`config.mk`:
```
export PLATFORM = sky130hd
export DESIGN_NAME = keypad_scan_4x4
export DESIGN_NICKNAME = d
export VERILOG_FILES = /design/src/rtl/keypad_scan_4x4.sv
export SDC_FILE = /design/constraint.sdc
export NUM_CORES = 1
export LEC_CHECK = 0
export ABC_AREA = 1
export BUFFER_PORTS_ARGS = -buffer_cell sky130_fd_sc_hd__buf_2
export CAP_MARGIN = 10
export CORE_ASPECT_RATIO = 0.5
export CORE_MARGIN = 2
export CORE_UTILIZATION = 30
export CTS_BUF_LIST = sky130_fd_sc_hd__clkbuf_16
export DETAILED_ROUTE_END_ITERATION = 6
export SLEW_MARGIN = 10
export SYNTH_ARGS = -nofsm -noshare
export SYNTH_HDL_FRONTEND = slang
export SYNTH_SLANG_ARGS = --single-unit
```
`constraint.sdc`:
```
create_clock -name clk -period 3.44 [get_ports clk]
set_input_delay 0 -clock clk [delete_from_list [all_inputs] [get_ports clk]]
set_output_delay 0 -clock clk [all_outputs]
set_load 0.03 [all_outputs]
```
`src/rtl/keypad_scan_4x4.sv`:
```
// keypad_scan_4x4: scanning reader for a 4x4 matrix keypad.
// Drives one column at a time and samples the row lines through a 2-flop
// synchronizer. A full scan is debounced and then reported as a 5-bit key code.
//
// Ports:
//   clk          system clock
//   reset        synchronous, active-low reset
//   key_row[3:0] row sense lines, active high, asynchronous to clk
//   key_col[3:0] one-hot column drive (4'b1000 = col 0 ... 4'b0001 = col 3)
//   key_code[4:0] accepted key {1'b0, row, col}; held after release
//   key_valid    one-clk pulse on an accepted press (or an auto-repeat)
//   key_pressed  level, high from acceptance until the release is accepted
//
// Optional feature: define KEY_REPEAT_EN to enable auto-repeat pulses every
// REPEAT_SCANS full scans while a key is held.

module keypad_scan_4x4 #(
  parameter int unsigned CLK_DIV      = 1000,
  parameter int unsigned DEB_SCANS    = 4,
  parameter int unsigned REPEAT_SCANS = 50
) (
  input  logic       clk,
  input  logic       reset,
  input  logic [3:0] key_row,
  output logic [3:0] key_col,
  output logic [4:0] key_code,
  output logic       key_valid,
  output logic       key_pressed
);

  localparam int unsigned DIV_W = $clog2(CLK_DIV);
  localparam int unsigned CNT_W = $clog2(DEB_SCANS + 1);

  // Elaboration-time parameter range checks
  if (CLK_DIV < 4) begin : g_chk_div
    $error("keypad_scan_4x4: CLK_DIV must be >= 4");
  end
  if (DEB_SCANS < 2) begin : g_chk_deb
    $error("keypad_scan_4x4: DEB_SCANS must be >= 2");
  end
  if (REPEAT_SCANS < 1) begin : g_chk_rep
    $error("keypad_scan_4x4: REPEAT_SCANS must be >= 1");
  end

  typedef enum logic [1:0] {
    IDLE     = 2'd0,
    DEBOUNCE = 2'd1,
    PRESSED  = 2'd2,
    RELEASE  = 2'd3
  } state_t;

  logic [3:0]       row_meta;
  logic [3:0]       row_sync;
  logic [DIV_W-1:0] div_cnt;
  logic             tick_c;
  logic [1:0]       col_idx_c;
  logic             row_any_c;
  logic [1:0]       row_idx_c;
  logic             acc_hit;
  logic [3:0]       acc_code;
  logic             prev_hit_c;
  logic             scan_hit_c;
  logic [3:0]       scan_code_c;
  logic             scan_end_c;

  state_t           state, state_nxt;
  logic [3:0]       cand, cand_nxt;
  logic [CNT_W-1:0] cnt, cnt_nxt, cnt_inc_c;
  logic [4:0]       code_nxt;
  logic             valid_nxt;
  logic             pressed_nxt;
  logic             same_key_c;

`ifdef KEY_REPEAT_EN
  localparam int unsigned REP_W = $clog2(REPEAT_SCANS + 1);
  logic [REP_W-1:0] rep_cnt, rep_nxt, rep_inc_c;
`endif

  // Scan tick and column decode
  assign tick_c = (div_cnt == DIV_W'(CLK_DIV - 1));

  always_comb begin
    col_idx_c = 2'd3;
    case (key_col)
      4'b1000: col_idx_c = 2'd0;
      4'b0100: col_idx_c = 2'd1;
      4'b0010: col_idx_c = 2'd2;
      default: col_idx_c = 2'd3;
    endcase
  end

  // Lowest-index row wins within a column
  always_comb begin
    row_any_c = |row_sync;
    row_idx_c = 2'd3;
    if (row_sync[0])      row_idx_c = 2'd0;
    else if (row_sync[1]) row_idx_c = 2'd1;
    else if (row_sync[2]) row_idx_c = 2'd2;
    else                  row_idx_c = 2'd3;
  end

  // Per-scan accumulation: first hit in column order is kept; col 0 starts fresh
  always_comb begin
    prev_hit_c  = (col_idx_c == 2'd0) ? 1'b0 : acc_hit;
    scan_hit_c  = prev_hit_c | row_any_c;
    scan_code_c = prev_hit_c ? acc_code : {row_idx_c, col_idx_c};
    scan_end_c  = tick_c && (col_idx_c == 2'd3);
  end

  // Next-state and registered-output logic, evaluated once per scan end
  always_comb begin
    state_nxt   = state;
    cand_nxt    = cand;
    cnt_nxt     = cnt;
    code_nxt    = key_code;
    valid_nxt   = 1'b0;
    pressed_nxt = key_pressed;
    cnt_inc_c   = cnt + CNT_W'(1);
    same_key_c  = scan_hit_c && (scan_code_c == key_code[3:0]);
`ifdef KEY_REPEAT_EN
    rep_nxt     = rep_cnt;
    rep_inc_c   = rep_cnt + REP_W'(1);
`endif
    if (scan_end_c) begin
      case (state)
        IDLE: begin
          if (scan_hit_c) begin
            state_nxt = DEBOUNCE;
            cand_nxt  = scan_code_c;
            cnt_nxt   = CNT_W'(1);
          end
        end
        DEBOUNCE: begin
          if (!scan_hit_c) begin
            state_nxt = IDLE;
            cnt_nxt   = '0;
          end else if (scan_code_c != cand) begin
            cand_nxt = scan_code_c;
            cnt_nxt  = CNT_W'(1);
          end else if (cnt_inc_c == CNT_W'(DEB_SCANS)) begin
            state_nxt   = PRESSED;
            code_nxt    = {1'b0, cand};
            pressed_nxt = 1'b1;
            valid_nxt   = 1'b1;
            cnt_nxt     = '0;
`ifdef KEY_REPEAT_EN
            rep_nxt     = '0;
`endif
          end else begin
            cnt_nxt = cnt_inc_c;
          end
        end
        PRESSED: begin
          if (same_key_c) begin
`ifdef KEY_REPEAT_EN
            if (rep_inc_c == REP_W'(REPEAT_SCANS)) begin
              valid_nxt = 1'b1;
              rep_nxt   = '0;
            end else begin
              rep_nxt = rep_inc_c;
            end
`endif
          end else begin
            state_nxt = RELEASE;
            cnt_nxt   = CNT_W'(1);
          end
        end
        RELEASE: begin
          if (same_key_c) begin
            // Release bounce: back to held without a new pulse
            state_nxt = PRESSED;
            cnt_nxt   = '0;
`ifdef KEY_REPEAT_EN
            rep_nxt   = '0;
`endif
          end else if (cnt_inc_c == CNT_W'(DEB_SCANS)) begin
            state_nxt   = IDLE;
            pressed_nxt = 1'b0;
            cnt_nxt     = '0;
          end else begin
            cnt_nxt = cnt_inc_c;
          end
        end
        default: begin
          state_nxt = IDLE;
          cnt_nxt   = '0;
        end
      endcase
    end
  end

  // State, datapath and output registers
  always_ff @(posedge clk) begin
    if (!reset) begin
      row_meta    <= '0;
      row_sync    <= '0;
      div_cnt     <= '0;
      key_col     <= 4'b1000;
      acc_hit     <= 1'b0;
      acc_code    <= '0;
      state       <= IDLE;
      cand        <= '0;
      cnt         <= '0;
      key_code    <= '0;
      key_valid   <= 1'b0;
      key_pressed <= 1'b0;
`ifdef KEY_REPEAT_EN
      rep_cnt     <= '0;
`endif
    end else begin
      row_meta <= key_row;
      row_sync <= row_meta;
      div_cnt  <= tick_c ? '0 : div_cnt + DIV_W'(1);
      if (tick_c) begin
        key_col  <= {key_col[0], key_col[3:1]};
        acc_hit  <= scan_hit_c;
        acc_code <= scan_code_c;
      end
      state       <= state_nxt;
      cand        <= cand_nxt;
      cnt         <= cnt_nxt;
      key_code    <= code_nxt;
      key_valid   <= valid_nxt;
      key_pressed <= pressed_nxt;
`ifdef KEY_REPEAT_EN
      rep_cnt     <= rep_nxt;
`endif
    end
  end

endmodule

```
After elaboration in Yosys (flattened, before gate mapping)
Cells that the tools add are included.
Widths: inputs -> output; s select.
- flip-flop bits (word level): 42
- output and inout bits: 11
- $add $sub $neg: 2
- equal/unequal tests: 22
- multiplexer cells: 32
- bitwise logic cells: 6
- reduce and logical (&&, ||, !) cells: 14
- operators by type and width (kind ; number):
    $mux 2 ; 9
    $mux 3 ; 6
    $mux 4 ; 4
    $ne 2x2->1 const B ; 8
    $pmux 3 s4 ; 1
    $add 10x1->10 const B ; 1
    $eq 10x10->1 const B ; 1
    $reduce_and 5->1 ; 2
    $ne 3x3->1 const B ; 3
    $mux 1 ; 8
    $pmux 2 s4 ; 1
    $pmux 4 s2 ; 1
    $reduce_and 7->1 ; 1
    $eq 2x2->1 const B ; 3
    $pmux 2 s3 ; 1
    $reduce_and 6->1 ; 1
    $not 1->1 ; 5
    $reduce_or 5->1 ; 1
    $eq 4x2->1 const B ; 1
    $eq 4x3->1 const B ; 1
    $eq 4x4->1 ; 1
    $eq 4x4->1 const B ; 1
    $logic_not 2->1 ; 2
    $ne 4x4->1 ; 1
    other kinds (10) ; 12

Logic depth before layout (Yosys ltp)
Gate-level depths: netlist of run 1.
- depth in word-level cells: 9
- gate-level depth with buffers: 15

Worst setup path after synthesis of run 1
OpenSTA, ideal clock, no wires.
- path type: register to register
- from: reg key_col[3]
- to: reg key_code[3]
- arrival time: 1820 ps
- required time: 3327 ps
- slack: 1507 ps
- stages on the path, launching flop included: 15
- path buffers: 1
- clock period less this slack: 1933 ps
- path through: dfxtp_1 -> inv_2 -> nor2_2 -> nand2_2 -> buf_6 -> nand2_4 -> nand2_2 -> nand3_1 -> nand2_2 -> nor2_4 -> nand4_4 -> nor3_4 -> nand2_1 -> nand2_1 -> nor2_1
- word-level cells in the longest chain between the ends: 8
- ends and longest elaborated chain (item ; RTL line ; text):
    start, declared ; 25 ; output logic [3:0] key_col,
    start signal, assigned ; 215 ; key_col <= {key_col[0], key_col[3:1]};
    $eq 4x2->1 (tied with other cells) ; 84 ; case (key_col)
    $pmux 2 s3 (*) ; 84 ;
    $logic_not 2->1 ; 104 ; prev_hit_c = (col_idx_c == 2'd0) ? 1'b0 : acc_hit;
    $mux 1 ; 104 ;
    $mux 4 ; 106 ; scan_code_c = prev_hit_c ? acc_code : {row_idx_c, col_idx_c};
    $ne 4x4->1 ; 137 ; end else if (scan_code_c != cand) begin
    $not 1->1 (no source line) ; - ;
    $reduce_and 5->1 (no source line) (*) ; - ;
    end signal, assigned ; 222 ; key_code <= code_nxt;
    end, declared ; 26 ; output logic [4:0] key_code,
Every way passes the cells marked *; elsewhere a longest branch is shown, timed or not.
A chain may end at the register's enable or synchronous reset.

Worst setup path after layout of run 1
- from: reg key_col[0]
- to: reg key_code[1]
The elaborated chain is that of the path after synthesis.

==> metrics.cfg, run 1 <==
[timing]
post-route-period-util_pct=61.9
setup_repair_after_global_routing_missed_its_margin=no
relSlewSlack_pct=59.4
worst_slew_pin_slew_ns=0.608
period_needed_ns=2.13
timing.final.max_slew_violations=0
final.setup.tns_ns=0
max_clock_freq_mhz=470
finalHoldViolCount=0
setup_viol_count_final=0
clock_skew_ns=0.00514

[hold_path]
worst_hold_path_type=in2reg
hold-path-endpoint=row_sync[2]
hold_start=reset
hold_path_depth=3

[critical_path]
r2r_cells=13
worst-endpoint-arrival_ns=2.31
critical_path.max_stage_delay_ns=0.36
reg_to_reg_end=key_code[1]
critPathSlowestCell=dfxtp_1
crit_path_start_kind=flip-flop
cp_cell_sequence=nor2_1 > nand2_2 > nand2_2 > nand2_1 > nand2_1 > nand2_1 > nand2_1 > nor2_4 > nand4_4 > nor3_4 > nand2_1 > nand2_1 > nor2_1
critical_path_peak_fanout=12
crit_top_cell=nand2_1
critical_path.top_delay_family=simple AND/OR/NAND/NOR gates
reg2reg_from=key_col[0]
critical_path_buf_inv_count=0
r2r_setup_slack_ns=1.31
critical_path_class=reg2reg
endpoint_kind=flip-flop
crit_path_required_time_ns=3.62

[placement]
place.gp.congestion=0.821
buffers_added_on_ports=15
place_hpwl_microns=3240
post_dp_cell_area_sq_mm=0.00224

[logic_synthesis]
synth.top_cells.by_area=dfxtp_1 40%, nand2_1 13%, inv_1 9.0%
netlist_area_sq_mm=0.00209
number_of_synthesized_flops_with_an_enable_pin=0
synth-seq-cells=42
ys_types=30
postSynthCellCount=305
synth_top_area_cell=dfxtp_1
yosys_warnings=0
dominantRegCellSynth=dfxtp_1
synthesis.nets=315
synth_largest_type_area_fraction_pct=40.2
synthArstFlopShare_pct=0
seq_area_frac_synth_pct=40.2
syn-mean-instance-area_sq_um=6.85

[power]
p_leak_nw=1.09
maximum_ir_drop_on_the_vdd_rail_uv=223
power_switching_uw=222
seqPwrFrac_pct=43.5
combinational_group_share_of_total_power_pct=4.1
internal_pwr_total_uw=923
clockPowerShare_pct=52.4
switching_share_pct=19.4
total_power_of_the_final_layout_mw=1.15
power.density_mw_per_mm2=464

[job]
max_cap_violations=0

[layout]
fin_nets=334
layout_area_overhead_pct=18.1
share_of_post_route_cells_with_drive_strength_above_1_pct=12.0
number_of_antenna_cells_inserted=0
post-route-util_pct=36.8
finalInstanceArea_sq_mm=0.00247

[clock_tree]
worst_setup_hold_path_clk_slew_ns=0.06
cts_made_buffers=5
tritoncts=done
clock_latency_ns=0.28
post-cts-setup-buffer-count=0
clock_sink_count=42
clockBufferDepth=2
cts_max_level=2
cts.root.buffer_cell=clkbuf_16

[die]
core_area_sq_mm=0.00670
io_pins=17
die_width_microns=122
die_height_microns=63.0
floorplan.die_area_sq_mm=0.00769
floorplan.initialDensity_pct=31.2
rows=21

[outcome]
status=finished, final reports clean

[global_route]
grt_pass1_vias=1742
initial_antenna_violation_count=0
track_usage_pct=12.3
grt_max_degree=21
first_pass_grt_wire_length_microns=7650
grt.overflow.total=0

[detailed_routing]
dr_total_vias=1844
post_drt_wl_per_cell_microns=10.4
detail-route-antenna-nets=0
drtPass1Iterations=4
wl_microns=4340
drtIter0Drc=129
post_drt_via_cell_ratio=4.42
drt_drc_violations_left=0

-- cells in the mapped netlist, types with 3 or more instances --
cell,instances
inv_1,50
nand3_1,26
nand3_2,3
nand4_1,5
ha_1,4
nand2_1,72
dfxtp_1,42
nor4_1,3
a21oi_1,12
nor3_1,7
nand2_2,6
nor2_1,40
o21ai_0,7
o22ai_1,6
-- sequential cells by signal (all words and copies together), names as in the netlist --
register / flops
state: 2
key_col: 4
key_code: 4
acc_code: 4
cnt: 3
row_sync: 4
row_meta: 4
div_cnt: 10
acc_hit: 1
key_valid: 1
key_pressed: 1
cand: 4
-- placed cells by master, fill, tap and decap left out, drive strengths merged --
cell         Yosys  routed
bufinv           0       2
dfxtp           42      42
nand3           29      29
clkinv           0       1
buf              5      15
a22oi            1       1
inv             52      52
conb             1       1
nor3             8       8
nand3b           2       2
clkbuf           2       5
nor2            43      43
dlygate4sd3      0       4
o22ai            6       6
nand2           79      79
a211oi           2       2
nand4            6       6
nor4             3       3
a21oi           12      12
o21ai            7       7
ha               4       4
xor2             1       1
-- kinds of logic after synthesis --
| family | count (synthesis) | share of synthesized area [%] |
|---|---|---|
| AO/OA/AOI/OAI | 28 | 7.43 |
| XOR/XNOR | 1 | 0.419 |
| flip-flops | 42 | 40.2 |
| other | 1 | 0.179 |
| AND/OR/NAND/NOR | 170 | 38.1 |
| buffers and inverters | 59 | 11.3 |
| adder cells (fa/ha/maj) | 4 | 2.40 |
-- routing by layer --
metal | wire, microns | vias to the layer above | track usage (%)
li1 | - | 992 | -
met3 | 209 | 5 | 2.92
met4 | 43 | 0 | 4.02
met5 | 0 | - | 0
met1 | 2220 | 801 | 16.2
met2 | 1860 | 46 | 19.9
-- worst min-delay path: stages --
cell and delay, ns:
buf_2 0.22, nand2_1 0.10, inv_1 0.03
-- worst max-delay path by stage --
stage	start	to	slack (ns)	depth (start not counted)
floorplan	key_col[3]	key_code[3]	1.51	14
global placement	key_col[0]	key_code[0]	1.31	12
detailed placement	key_col[0]	key_code[1]	1.34	13
CTS	key_col[0]	key_code[1]	1.32	13
global route	key_col[0]	cnt[2]	1.04	13
finish	key_col[0]	key_code[1]	1.31	13
-- stage by stage --
stage	std cells	setup WS, ns	hold slack, ns
floorplan	305	1.51	0.0976
global placement	405	1.31	0.181
detailed placement	405	1.34	0.185
CTS	417	1.32	0.124
global route	417	1.04	0.161
finish	417	1.31	0.117
-- timing repair --
item,in CTS,in global routing
endpoints found under the hold margin,4,0
gates resized for setup,0,0
hold buffers,4,0
-- cell type report --
class / instances / area (sq um)
well taps: 92 / 115
flip-flops and latches: 42 / 841
repair buffers: 19 / 115
clock inverters: 3 / 63.8
inverters: 52 / 195
multi-input cells: 204 / 1010
fillers: 692 / 4230
clock buffers: 5 / 125
-- power groups by stage --
| stage | sequential [mW] | combinational (mW) | clock [mW] |
|---|---|---|---|
| after floorplan | 0.508 | 0.0339 | 0 |
| after global placement | 0.508 | 0.0439 | 0 |
| after detailed placement | 0.508 | 0.0434 | 0 |
| after CTS | 0.497 | 0.0471 | 0.613 |
| after global routing | 0.498 | 0.0539 | 0.635 |
| final | 0.498 | 0.0470 | 0.601 |
(Power assumes the default switching activity.)
==> run 2, diff against run 1 <==
Clock period 3.44 ns to 1.7 ns, I/O delays scaled along.
==> run 2 against run 1 <==
Effect of this change:
- the flow now finishes with violations (setup timing)
- routed wire length increased by 18%
- register-to-register slack got worse by 1.5 ns
- worst hold slack got worse by 0.059 ns
- critical path type unchanged
- largest power group is now sequential cells
==> metrics.cfg, run 2 (synthesis results as in run 1) <==
[outcome]
status=finished with violations  ; was finished, final reports clean
failed_checks=setup timing

[power]
maximum_ir_drop_on_the_vdd_rail_uv=352  ; was 223 uV
internal_pwr_total_mw=1.59  ; was 923 uW
seqPwrFrac_pct=48.6  ; was 43.5%
p_leak_nw=1.33  ; was 1.09 nW
clockPowerShare_pct=44.4  ; was 52.4%
combinational_group_share_of_total_power_pct=7.0  ; was 4.1%
power_switching_uw=466  ; was 222 uW
power.density_mw_per_mm2=689  ; was 464 mW/mm^2
switching_share_pct=22.6  ; was 19.4%

[timing]
finalHoldViolCount=0  ; unchanged
period_needed_ns=1.84  ; was 2.13 ns
clock_skew_ns=0.00482  ; was 0.00514 ns
max_clock_freq_mhz=543  ; was 470 MHz
setup_viol_count_final=10  ; was 0
final_critical_path_setup_slack_ns=-0.140  ; was 1.31 ns
timing.final.max_slew_violations=0  ; unchanged
post-route-period-util_pct=108  ; was 61.9%
setup_repair_after_global_routing_missed_its_margin=yes  ; was no

[layout]
layout_commonest_cell=nand2_1  ; unchanged
finalInstanceArea_sq_mm=0.00299  ; was 0.00247 sq mm
share_of_post_route_cells_with_drive_strength_above_1_pct=34.3  ; was 12.0%
top_register=div_cnt  ; unchanged
layout_common_cells=60 x nand2_1, 50 x inv_1, 38 x buf_4, 34 x dfxtp_1, 30 x nor2_1  ; was 72 x nand2_1, 50 x inv_1, 42 x dfxtp_1, 40 x nor2_1, 26 x nand3_1
layout_area_overhead_pct=43.2  ; was 18.1%
largest_reg_flops=10  ; unchanged
post-route-util_pct=44.6  ; was 36.8%
fin_nets=376  ; was 334
number_of_antenna_cells_inserted=0  ; unchanged

[die]
die_width_microns=122  ; unchanged
core_area_sq_mm=0.00670  ; unchanged
rows=21  ; unchanged
floorplan.die_area_sq_mm=0.00769  ; unchanged
die_height_microns=63.0  ; unchanged
floorplan.initialDensity_pct=31.2  ; unchanged
io_pins=17  ; unchanged

[global_route]
initial_antenna_violation_count=0  ; unchanged
grt.overflow.total=0  ; unchanged
first_pass_grt_wire_length_microns=8670  ; was 7650 microns
grt_max_degree=14  ; was 21
grt_pass1_vias=1911  ; was 1742
track_usage_pct=14.3  ; was 12.3%

[detailed_routing]
drtPass1Iterations=4  ; unchanged
post_drt_via_cell_ratio=4.44  ; was 4.42
met2RoutedLength_microns=2340  ; was 1860 microns
wl_microns=5100  ; was 4340 microns
drtIter0Drc=100  ; was 129
routed-wl-met3_microns=214  ; was 209 microns
wire_length_the_detailed_router_placed_on_met1_microns=2480  ; was 2220 microns
highest_layer=met4  ; unchanged
post_drt_wl_per_cell_microns=11.1  ; was 10.4 microns
detail-route-antenna-nets=0  ; unchanged
drt_drc_violations_left=0  ; unchanged
dr_total_vias=2040  ; was 1844

[placement]
place_hpwl_microns=3660  ; was 3240 microns
buffers_added_on_ports=15  ; unchanged
dp_slack_ns=-0.175  ; was 1.34 ns
place.gp.congestion=0.878  ; was 0.821
post_dp_cell_area_sq_mm=0.00253  ; was 0.00224 sq mm

[critical_path]
crit_path_required_time_ns=1.88  ; was 3.62 ns
crit_path_start_kind=flip-flop  ; unchanged
reg_to_reg_end=key_code[0]  ; was key_code[1]
timing.critical_path.from=key_col[3]  ; was key_col[0]
critical_path_class=reg2reg  ; unchanged
worstSetupPathDepth=14  ; was 13
critical_path_buf_inv_count=2  ; was 0
r2r_setup_slack_ns=-0.14  ; was 1.31 ns
critPathSlowestCell=dfxtp_4  ; was dfxtp_1
critical_path_peak_fanout=8  ; was 12
worst-endpoint-arrival_ns=2.02  ; was 2.31 ns
endpoint_kind=flip-flop  ; unchanged
critical_path.max_stage_delay_ns=0.37  ; was 0.36 ns
r2r_cells=14  ; was 13
cp_cell_sequence=inv_4 > nor2_4 > nand2_4 > buf_6 > nand2_4 > nand2_4 > nand3_2 > nand2_2 > nor2_4 > nand4_4 > nor3_4 > nand2_1 > nand2_1 > nor2_1  ; was nor2_1 > nand2_2 > nand2_2 > nand2_1 > nand2_1 > nand2_1 > nand2_1 > nor2_4 > nand4_4 > nor3_4 > nand2_1 > nand2_1 > nor2_1
reg2reg_from=key_col[3]  ; was key_col[0]
crit_top_cell=nand2_4  ; was nand2_1
critical_path.top_delay_family=simple AND/OR/NAND/NOR gates  ; unchanged

[clock_tree]
clockBufferDepth=2  ; unchanged
cts_max_level=2  ; unchanged
clock_sink_count=42  ; unchanged
cts_made_buffers=5  ; unchanged
cts.root.buffer_cell=clkbuf_16  ; unchanged
clock_latency_ns=0.28  ; about the same
worst_setup_hold_path_clk_slew_ns=0.06  ; about the same
tritoncts=done  ; unchanged

[hold_path]
hold_path_depth=3  ; unchanged
worst_hold_path_type=in2reg  ; unchanged
hold-path-endpoint=key_code[1]  ; was row_sync[2]
hold_start=reset  ; unchanged

[job]
max_cap_violations=0  ; unchanged

==> run 2: changes by cell type in the layout (fill, tap and decap cells not counted), moves of 4 or more <==
cell,delta
nor2_2,+6
nand2_2,+6
dfxtp_1,-8
nand3_1,-8
dfxtp_4,+4
dfxtp_2,+4
buf_4,+38
buf_6,+4
nand3_2,+5
nor2_4,+4
nand2_4,+6
nor2_1,-10
nand2_1,-12
==> run 2: power groups by stage <==
stage,combinational [mW],clock [mW],sequential (mW)
6_report,0.144,0.915,1.00
5_1_grt,0.161,0.993,1.00
4_1_cts,0.136,0.946,1.00
3_5_place_dp,0.120,0,1.02
3_3_place_gp,0.121,0,1.02
2_1_floorplan,0.0685,0,1.02
==> run 2: metal layers <==
metal  vias to the layer above  GRT usage [%]
li1                       1081              -
met1                       917           18.9
met2                        33           23.5
met3                         9           3.10
met4                         0           3.88
met5                         -              0
==> run 2: metrics by stage <==
| step | TNS (ns) | hold WS (ns) | instances | power [mW] |
|---|---|---|---|---|
| 2_1_floorplan | -0.189 | 0.0976 | 305 | 1.09 |
| 6_report | -1.12 | 0.0579 | 459 | 2.06 |
| 3_3_place_gp | -1.55 | 0.184 | 440 | 1.14 |
| 3_5_place_dp | -1.78 | 0.187 | 440 | 1.14 |
| 4_1_cts | -0.986 | 0.0493 | 455 | 2.08 |
| 5_1_grt | -2.89 | 0.0683 | 459 | 2.16 |
==> run 2: cell type report <==
class / instances / area [sq um]
well taps: 92 / 115
multi-input cells: 204 / 1230
clock inverters: 3 / 17.5
inverters: 52 / 200
clock buffers: 5 / 125
fillers: 685 / 3710
repair buffers: 61 / 445
flip-flops and latches: 42 / 861
==> run 2: repair_timing <==
item | in CTS | in global routing
pin swaps | 12 | 16
hold buffers | 4 | 0
endpoints found under the setup margin | 15 | 16
resized for setup | 32 | 28
endpoints found under the hold margin | 4 | 0
buffers inserted | 3 | 4
==> run 2: worst max path at each step <==
stage / endpoint
global route: key_code[0]
floorplan: key_code[2]
finish: key_code[0]
CTS: key_code[0]
detailed placement: key_code[0]
global placement: key_valid
==> run 2: worst register-to-register path: cells and delay by family, from the launching register on <==
kind | cells | cell delay [ns]
flops | 1 | 0.37
simple gates | 12 | 1.19
buf+inv | 2 | 0.18
==> run 3, diff against run 2 <==
Settings changed: SKIP_LAST_GASP set to 1.
==> run 3 against run 2 <==
Effect of this change:
- the run still ends with setup timing left
- power rose by 0.20%
- non-clock buffer count did not move
- critical path depth fell by 2
- register-to-register slack barely moved
- die area did not move
- routed wire length rose by 0.31%
- clock skew rose by 0.0011 ns
- combinational power barely moved
- worst hold slack improved by 0.0048 ns
- critical path type unchanged
- largest power group unchanged
==> metrics.cfg, run 3 (synthesis results as in run 1) <==
[outcome]
status=finished with violations  ; unchanged
failed_checks=setup timing  ; unchanged

[layout]
number_of_antenna_cells_inserted=0  ; unchanged
post-route-util_pct=44.4  ; was 44.6%
layout_common_cells=60 x nand2_1, 50 x inv_1, 38 x buf_4, 34 x dfxtp_1, 30 x nor2_1  ; unchanged
layout_area_overhead_pct=42.2  ; was 43.2%
layout_commonest_cell=nand2_1  ; unchanged
fin_nets=376  ; unchanged
top_register=div_cnt  ; unchanged
largest_reg_flops=10  ; unchanged
finalInstanceArea_sq_mm=0.00297  ; was 0.00299 sq mm
share_of_post_route_cells_with_drive_strength_above_1_pct=33.8  ; was 34.3%

[global_route]
first_pass_grt_wire_length_microns=8670  ; unchanged
grt.overflow.total=0  ; unchanged
grt_max_degree=14  ; unchanged
track_usage_pct=14.3  ; unchanged
grt_pass1_vias=1911  ; unchanged
initial_antenna_violation_count=0  ; unchanged

[job]
max_cap_violations=0  ; unchanged

[die]
die_height_microns=63.0  ; unchanged
floorplan.initialDensity_pct=31.2  ; unchanged
io_pins=17  ; unchanged
die_width_microns=122  ; unchanged
rows=21  ; unchanged
core_area_sq_mm=0.00670  ; unchanged
floorplan.die_area_sq_mm=0.00769  ; unchanged

[detailed_routing]
drtIter0Drc=106  ; was 100
drt_drc_violations_left=0  ; unchanged
post_drt_wl_per_cell_microns=11.1  ; about the same
wl_microns=5120  ; was 5100 microns
drtPass1Iterations=4  ; unchanged
post_drt_via_cell_ratio=4.40  ; was 4.44
detail-route-antenna-nets=0  ; unchanged
dr_total_vias=2019  ; was 2040

[clock_tree]
clock_sink_count=42  ; unchanged
clock_latency_ns=0.28  ; about the same
worst_setup_hold_path_clk_slew_ns=0.06  ; about the same
tritoncts=done  ; unchanged
cts_made_buffers=5  ; unchanged
cts.root.buffer_cell=clkbuf_16  ; unchanged
cts_max_level=2  ; unchanged
clockBufferDepth=2  ; unchanged

[critical_path]
crit_path_start_kind=flip-flop  ; unchanged
crit_top_cell=nand2_4  ; unchanged
cp_cell_sequence=inv_4 > nor2_4 > nand2_4 > buf_6 > nand2_4 > nand2_4 > nand3_2 > nand2_2 > nor2_4 > nand4_4 > buf_4 > nor4_1  ; was inv_4 > nor2_4 > nand2_4 > buf_6 > nand2_4 > nand2_4 > nand3_2 > nand2_2 > nor2_4 > nand4_4 > nor3_4 > nand2_1 > nand2_1 > nor2_1
endpoint_kind=flip-flop  ; unchanged
critical_path.top_delay_family=simple AND/OR/NAND/NOR gates  ; unchanged
critical_path_buf_inv_count=3  ; was 2
critical_path_peak_fanout=6  ; was 8
critPathSlowestCell=dfxtp_4  ; unchanged
critical_path.max_stage_delay_ns=0.37  ; about the same
critical_path_class=reg2reg  ; unchanged
worst-endpoint-arrival_ns=2.00  ; was 2.02 ns
crit_path_required_time_ns=1.84  ; was 1.88 ns
worstSetupPathDepth=12  ; was 14
r2r_cells=12  ; was 14

[timing]
setup_viol_count_final=11  ; was 10
max_clock_freq_mhz=540  ; was 543 MHz
timing.final.max_slew_violations=0  ; unchanged
post-route-period-util_pct=109  ; was 108%
final_critical_path_setup_slack_ns=-0.153  ; was -0.140 ns
finalHoldViolCount=0  ; unchanged
period_needed_ns=1.85  ; was 1.84 ns
clock_skew_ns=0.00595  ; was 0.00482 ns
setup_repair_after_global_routing_missed_its_margin=yes  ; unchanged

[power]
power.density_mw_per_mm2=695  ; was 689 mW/mm^2
maximum_ir_drop_on_the_vdd_rail_uv=353  ; was 352 uV
p_leak_nw=1.32  ; was 1.33 nW

[placement]
place_hpwl_microns=3660  ; unchanged
buffers_added_on_ports=15  ; unchanged
post_dp_cell_area_sq_mm=0.00253  ; unchanged
place.gp.congestion=0.878  ; unchanged

[hold_path]
hold_path_depth=3  ; unchanged
worst_hold_path_type=in2reg  ; unchanged

## run 3: cell counts in the layout (fill, tap and decap cells not counted)
Identical to the previous run, type by type.
## run 3: per-stage QoR
stage                     std cells  TNS [ns]  worst slack, ns  hold WS [ns]  total power [mW]
after floorplan                 305    -0.189          -0.0487        0.0976              1.09
after global placement          440     -1.55           -0.160         0.184              1.14
after detailed placement        440     -1.78           -0.175         0.187              1.14
after CTS                       455    -0.986           -0.131        0.0493              2.08
after global routing            459     -3.13           -0.304        0.0680              2.16
final                           459     -1.28           -0.153        0.0627              2.06
## run 3: routing by layer
layer	track usage (%)	vias up	routed length, microns
met3	3.10	9	207
met5	0	-	0
li1	-	1082	-
met2	23.5	29	2330
met1	18.9	899	2510
met4	3.88	0	63
## run 3: timing repair
item                                   CTS  global route
buffers inserted                         3             4
pin swaps                               12            16
hold buffers                             4             0
endpoints found under the hold margin    4             0
gates cloned                             0             0
gates resized for setup                 32            25
setup endpoints to repair               15            16
## run 3: final timing paths
kind              slack (ns)   startpoint           to
setup / recovery       -0.15   key_col[3]    key_valid
hold / removal          0.06        reset  key_code[1]
setup reg to reg       -0.15   key_col[3]    key_valid
hold reg to reg         0.41  row_meta[2]  row_sync[2]
## run 3: area by class of cell
class | instances | area [sq um]
Fill cell | 686 | 3730
Multi-Input combinational cell | 204 | 1210
Sequential cell | 42 | 861
Timing Repair Buffer | 61 | 445
Inverter | 52 | 200
Clock buffer | 5 | 125
Tap cell | 92 | 115
Clock inverter | 3 | 17.5
## run 3: where the power goes
| part | switching [mW] | internal [mW] |
|---|---|---|
| Sequential | 0.00779 | 0.993 |
| Clock | 0.383 | 0.538 |
| Combinational | 0.0797 | 0.0625 |
## run 3: worst register-to-register path, cell delays in order (launching register included)
cell and delay [ns]:
dfxtp_4 0.37, inv_4 0.04, nor2_4 0.09, nand2_4 0.10, buf_6 0.14, nand2_4 0.06
nand2_4 0.05, nand3_2 0.06, nand2_2 0.06, nor2_4 0.15, nand4_4 0.13, buf_4 0.16
nor4_1 0.31
